===== src/rtl/instr_fetch.sv =====
// ----------------------------------------------------------------------------
// instr_fetch
//
// Fetch stage sitting directly in front of control/decode. Holds the program
// counter and fetches one instruction at a time over a valid/ready
// instruction-memory port, with at most one request outstanding. The fetched
// word is held for decode until it is accepted. On acceptance the PC advances
// by 4, or by the decode-supplied branch offset when a branch is taken.
//
// Ports
//   clk                 rising-edge clock
//   rst_n               asynchronous active-low reset
//   imem_req_valid_o    fetch request valid (registered)
//   imem_req_addr_o     fetch address, always equal to the current PC
//   imem_req_ready_i    memory accepts the request this cycle
//   imem_rsp_valid_i    response word valid
//   imem_rsp_data_i     response instruction word
//   instr_o             held instruction presented to decode
//   pc_o                address of the held instruction
//   instr_valid_o       instr_o/pc_o valid for decode (registered)
//   instr_ready_i       decode consumes the held instruction this cycle
//   pc_src_i            1 = take branch, sampled only on the accept edge
//   imm_op_i            sign-extended branch offset, sampled on the accept edge
//   fetch_count_o       number of instructions accepted by decode (wraps)
// ----------------------------------------------------------------------------
module instr_fetch #(
    parameter int unsigned              ADDRESS_WIDTH = 32,
    parameter int unsigned              DATA_WIDTH    = 32,
    parameter logic [ADDRESS_WIDTH-1:0] RESET_PC      = '0
) (
    input  logic                     clk,
    input  logic                     rst_n,

    // Instruction-memory request channel
    output logic                     imem_req_valid_o,
    output logic [ADDRESS_WIDTH-1:0] imem_req_addr_o,
    input  logic                     imem_req_ready_i,

    // Instruction-memory response channel
    input  logic                     imem_rsp_valid_i,
    input  logic [DATA_WIDTH-1:0]    imem_rsp_data_i,

    // Decode interface
    output logic [DATA_WIDTH-1:0]    instr_o,
    output logic [ADDRESS_WIDTH-1:0] pc_o,
    output logic                     instr_valid_o,
    input  logic                     instr_ready_i,
    input  logic                     pc_src_i,
    input  logic [ADDRESS_WIDTH-1:0] imm_op_i,

    // Statistics
    output logic [31:0]              fetch_count_o
);

    typedef enum logic [1:0] {
        StReq  = 2'd0,
        StWait = 2'd1,
        StHold = 2'd2
    } state_e;

    localparam logic [ADDRESS_WIDTH-1:0] PcStep     = ADDRESS_WIDTH'(4);
    localparam logic [ADDRESS_WIDTH-1:0] ResetPcAln = {RESET_PC[ADDRESS_WIDTH-1:2], 2'b00};

    state_e                     state_q;
    logic [ADDRESS_WIDTH-1:0]   pc_q;
    logic [DATA_WIDTH-1:0]      instr_q;
    logic                       instr_valid_q;
    logic                       req_valid_q;
    logic [31:0]                fetch_count_q;

    logic [ADDRESS_WIDTH-1:0]   pc_incr;
    logic [ADDRESS_WIDTH-1:0]   pc_sum;
    logic [ADDRESS_WIDTH-1:0]   next_pc;

    // Next PC wraps naturally at 2^ADDRESS_WIDTH; the low two bits are forced
    // to zero so a misaligned branch offset can never produce a misaligned
    // fetch address.
    always_comb begin
        pc_incr = pc_src_i ? imm_op_i : PcStep;
        pc_sum  = pc_q + pc_incr;
        next_pc = {pc_sum[ADDRESS_WIDTH-1:2], 2'b00};
    end

    // Single FSM process. The valid outputs are registered and set alongside
    // the state they belong to, so they always decode the current state.
    // Exception: after reset the request valid comes up one cycle late, since
    // it must read 0 while reset is asserted and is only a register.
    always_ff @(posedge clk or negedge rst_n) begin
        if (!rst_n) begin
            state_q       <= StReq;
            pc_q          <= ResetPcAln;
            instr_q       <= '0;
            instr_valid_q <= 1'b0;
            req_valid_q   <= 1'b0;
            fetch_count_q <= '0;
        end else begin
            unique case (state_q)
                StReq: begin
                    // Handshake only counts once our valid is actually visible.
                    if (req_valid_q && imem_req_ready_i) begin
                        state_q     <= StWait;
                        req_valid_q <= 1'b0;
                    end else begin
                        req_valid_q <= 1'b1;
                    end
                end

                StWait: begin
                    if (imem_rsp_valid_i) begin
                        instr_q       <= imem_rsp_data_i;
                        instr_valid_q <= 1'b1;
                        state_q       <= StHold;
                    end
                end

                StHold: begin
                    // Backpressure simply parks here: no new request goes out
                    // until decode takes the held word.
                    if (instr_ready_i) begin
                        pc_q          <= next_pc;
                        fetch_count_q <= fetch_count_q + 32'd1;
                        instr_valid_q <= 1'b0;
                        req_valid_q   <= 1'b1;
                        state_q       <= StReq;
                    end
                end

                default: begin
                    state_q       <= StReq;
                    instr_valid_q <= 1'b0;
                    req_valid_q   <= 1'b0;
                end
            endcase
        end
    end

    assign imem_req_valid_o = req_valid_q;
    assign imem_req_addr_o  = pc_q;
    assign instr_o          = instr_q;
    assign pc_o             = pc_q;
    assign instr_valid_o    = instr_valid_q;
    assign fetch_count_o    = fetch_count_q;

endmodule


===== config.mk =====
export PLATFORM = sky130hd
export DESIGN_NAME = instr_fetch
export DESIGN_NICKNAME = d
export VERILOG_FILES = /design/src/rtl/instr_fetch.sv
export SDC_FILE = /design/constraint.sdc
export NUM_CORES = 1
export LEC_CHECK = 0
export ABC_AREA = 1
export CAP_MARGIN = 10
export CORE_UTILIZATION = 40
export CTS_CLUSTER_DIAMETER = 40
export CTS_CLUSTER_SIZE = 28
export DETAILED_ROUTE_END_ITERATION = 8
export GPL_ROUTABILITY_DRIVEN = 0
export PLACE_DENSITY = 0.69
export SYNTH_ARGS = -nofsm -noshare
export SYNTH_HDL_FRONTEND = slang
export SYNTH_SLANG_ARGS = --single-unit

===== constraint.sdc =====
create_clock -name clk -period 2.4 [get_ports clk]
set_input_delay 0.48 -clock clk [delete_from_list [all_inputs] [get_ports clk]]
set_output_delay 0.48 -clock clk [all_outputs]
set_load 0.03 [all_outputs]

==> results.json, run 1 <==
{
  "status": "completed",
  "maxCapViolCount": 0,
  "period_needed_ps": 2240,
  "cp_data_required_time_ps": 2640,
  "cts.sinks": 98,
  "cts_tree": "done",
  "area_growth_syn_to_layout_pct": 40.0,
  "slowest_delay_ps": 340,
  "io_buffers": 193,
  "num_antenna_cells": 0,
  "grt_pass1_wl_mm": 30.0,
  "netlist_area_mm2": 0.00683,
  "crit_path_end_kind": "flip-flop",
  "r2r_end": "imem_req_addr_o[18]$_DFFE_PN0P_",
  "p_leak_nw": 4.94,
  "reg2reg_depth": 10,
  "critical_path_class": "input pin to flip-flop",
  "ys.flop_type": "dfrtp_1",
  "startpoint_type": "input pin",
  "ys_types": 36,
  "reg2reg_setup_slack_ps": 400,
  "antenna_found_initial": 0,
  "arrival_ps": 2480,
  "grt_usage_pct": 21.5,
  "die-area_mm2": 0.0176,
  "slew-limit-headroom_pct": 66.3,
  "grt_max_degree": 49,
  "dr.pass1.iters": 4,
  "swShare_pct": 45.0,
  "setup_viol": 0,
  "htree_levels": 3,
  "cpMostUsedCell": "nand2_1",
  "overflow": 0,
  "power_frac_clock_pct": 14.4,
  "drc": 0,
  "cpMaxStageDelayCell": "ha_1",
  "tightestPinTransition_ps": 502,
  "wire_per_inst_um": 13.0,
  "hold_violations": 0,
  "synth-seq-cells": 98,
  "tns_ps": 0,
  "synth_area_leaders": "dfrtp_1, nand2_1, inv_1",
  "cp_max_fo": 12,
  "cts.clk_slew.worst_paths_ps": 70,
  "ys_async_sr_fraction_pct": 100,
  "multi_input_area_mm2": 0.00360,
  "peakVddDrop_v": 0.000538,
  "powerDensity_mw_per_mm2": 1060,
  "start_util_pct": 41.0,
  "synth_area_per_cell_um2": 7.23,
  "cts_buffers": 9,
  "period_share_pct": 93.3,
  "fmax_mhz": 447,
  "ios": 200,
  "yosys.area.top_type": "dfrtp_1",
  "final_common_cell": "nand2_1",
  "core_area_mm2": 0.0166,
  "post-route-util_pct": 57.4,
  "viasPerCell": 4.64,
  "synth_cells": 945,
  "pwr-share-seq_pct": 26.7,
  "hp-class": "input pin to async pin",
  "reg2reg_from": "imem_req_addr_o[13]$_DFFE_PN0P_",
  "yosys_warnings": 0,
  "clock_skew_ps": 10.8,
  "fillers": 1598,
  "cts.path.max_buffers": 2,
  "final_cell_mix": "nand2_1, clkdlybuf4s50_1, inv_1",
  "slew_viol_final": 0,
  "vias": 6418,
  "dp_hpwl_mm": 14.2,
  "p_comb_share_pct": 58.9,
  "yosys.area.top_type_share_pct": 35.9,
  "drive_above_1_share_pct": 12.1,
  "wl_mm": 18.1,
  "drtIter0Drc": 387,
  "intPower_w": 0.00560,
  "switching_power_w": 0.00457,
  "worstPathCellList": "dlygate4sd2_1, buf_12, buf_4, nand2_1, inv_1, ha_1, nand2_1, nor2_1, nand2_1, nor2_1, nand2_1, nand3_1, nand2_1, nand3_1, nand2_1",
  "yosysSeqAreaShare_pct": 35.9,
  "ff_latch_area_mm2": 0.00245,
  "die_height_um": 133,
  "final_nets": 1260,
  "cts-root-buf": "clkbuf_16",
  "insertion_delay_ps": 360,
  "fp.dieW_um": 133,
  "ant_nets": 0,
  "grt_pass1_vias": 6218,
  "rows": 47,
  "synth_edf_count": 0
}
synthesized netlist by cell type, drive strengths merged (4+ instances only):
| cell | count |
|---|---|
| a21oi | 23 |
| buf | 37 |
| clkbuf | 10 |
| dfrtp | 98 |
| ha | 30 |
| inv | 147 |
| mux2 | 32 |
| nand2 | 335 |
| nand3 | 53 |
| nand3b | 4 |
| nand4 | 15 |
| nor2 | 78 |
| nor3 | 8 |
| o21ai | 20 |
| o21bai | 4 |
| xnor2 | 19 |
| xor2 | 21 |
through the flow:
step	cell area, um2	power [W]	setup slack (ps)	hold WS [ps]	cells
global route	9560	0.0109	-5.36	111	1384
floorplan	6840	0.00645	117	184	948
global placement	9140	0.00861	-435	470	1366
CTS	9490	0.0102	35.0	88.7	1383
detailed placement	9140	0.00869	-500	469	1366
finish	9560	0.0102	161	73.0	1384
how the worst max path moves through the flow:
stage,slack (ps),cells past startpoint,startpoint,to
2_1_floorplan,120,13,pc_src_i,imem_req_addr_o[29]$_DFFE_PN0P_
3_3_place_gp,-430,15,pc_src_i,imem_req_addr_o[31]$_DFFE_PN0P_
3_5_place_dp,-500,14,pc_src_i,imem_req_addr_o[30]$_DFFE_PN0P_
4_1_cts,30,16,imm_op_i[2],imem_req_addr_o[30]$_DFFE_PN0P_
5_1_grt,-5,15,pc_src_i,imem_req_addr_o[29]$_DFFE_PN0P_
6_report,160,15,pc_src_i,imem_req_addr_o[26]$_DFFE_PN0P_
registers in the layout, indices dropped and copies added (netlist names):
register,flops
imem_req_addr_o,30
instr_o,32
instr_valid_o,1
state_q,2
imem_req_valid_o,1
fetch_count_o,32
logic make-up after synthesis:
| logic type | count (synthesis) | share of synthesized area (%) |
|---|---|---|
| muxes | 32 | 5.28 |
| and+or+nand+nor | 499 | 31.2 |
| buffers and inverters | 194 | 12.6 |
| DFF | 98 | 35.9 |
| xor gates and xnor gates | 40 | 5.24 |
| other | 1 | 0.0549 |
| adders and majority gates | 31 | 5.79 |
| AOI/OAI and AO/OA | 50 | 3.96 |
metal layers:
metal / GRT usage, % / wire [um] / up-vias
met2: 37.0 / 8690 / 172
met5: 0 / 0 / -
li1: - / - / 3312
met4: 6.39 / 313 / 0
met3: 3.22 / 871 / 20
met1: 27.8 / 8170 / 2914
power by group through the flow:
stage	sequential, W	clock (W)	combinational [W]
after floorplan	0.00374	0	0.00270
after global placement	0.00272	0	0.00589
after detailed placement	0.00275	0	0.00593
after CTS	0.00273	0.00151	0.00598
after global routing	0.00280	0.00157	0.00648
final	0.00271	0.00146	0.00600
repair_timing:
item                       in CTS  in global routing
hold buffers                    0                  0
buffers inserted                0                  1
gates cloned                    1                  0
setup endpoints to repair      20                 17
gates resized for setup         7                 18
area by class of cell:
type	count	share of cell area, %
well taps	220	2.88
flip-flops and latches	98	25.7
clock buffers	10	2.50
inverters	147	5.77
multi-input cells	656	37.7
repair buffers	247	24.9
clock inverters	6	0.576
worst max-delay path, delay by kind of cell:
kind	cells	cell delay, ps
buffers and inverters	4	670
and+or+nand+nor	10	980
adders and majority gates	1	340
(Power assumes the default switching activity.)
==> run 2, diff against run 1 <==
SLEW_MARGIN = 40   (was not set)
==> results of run 2 <==
No change in the layout: final DEF, timing and power equal those of run 1.
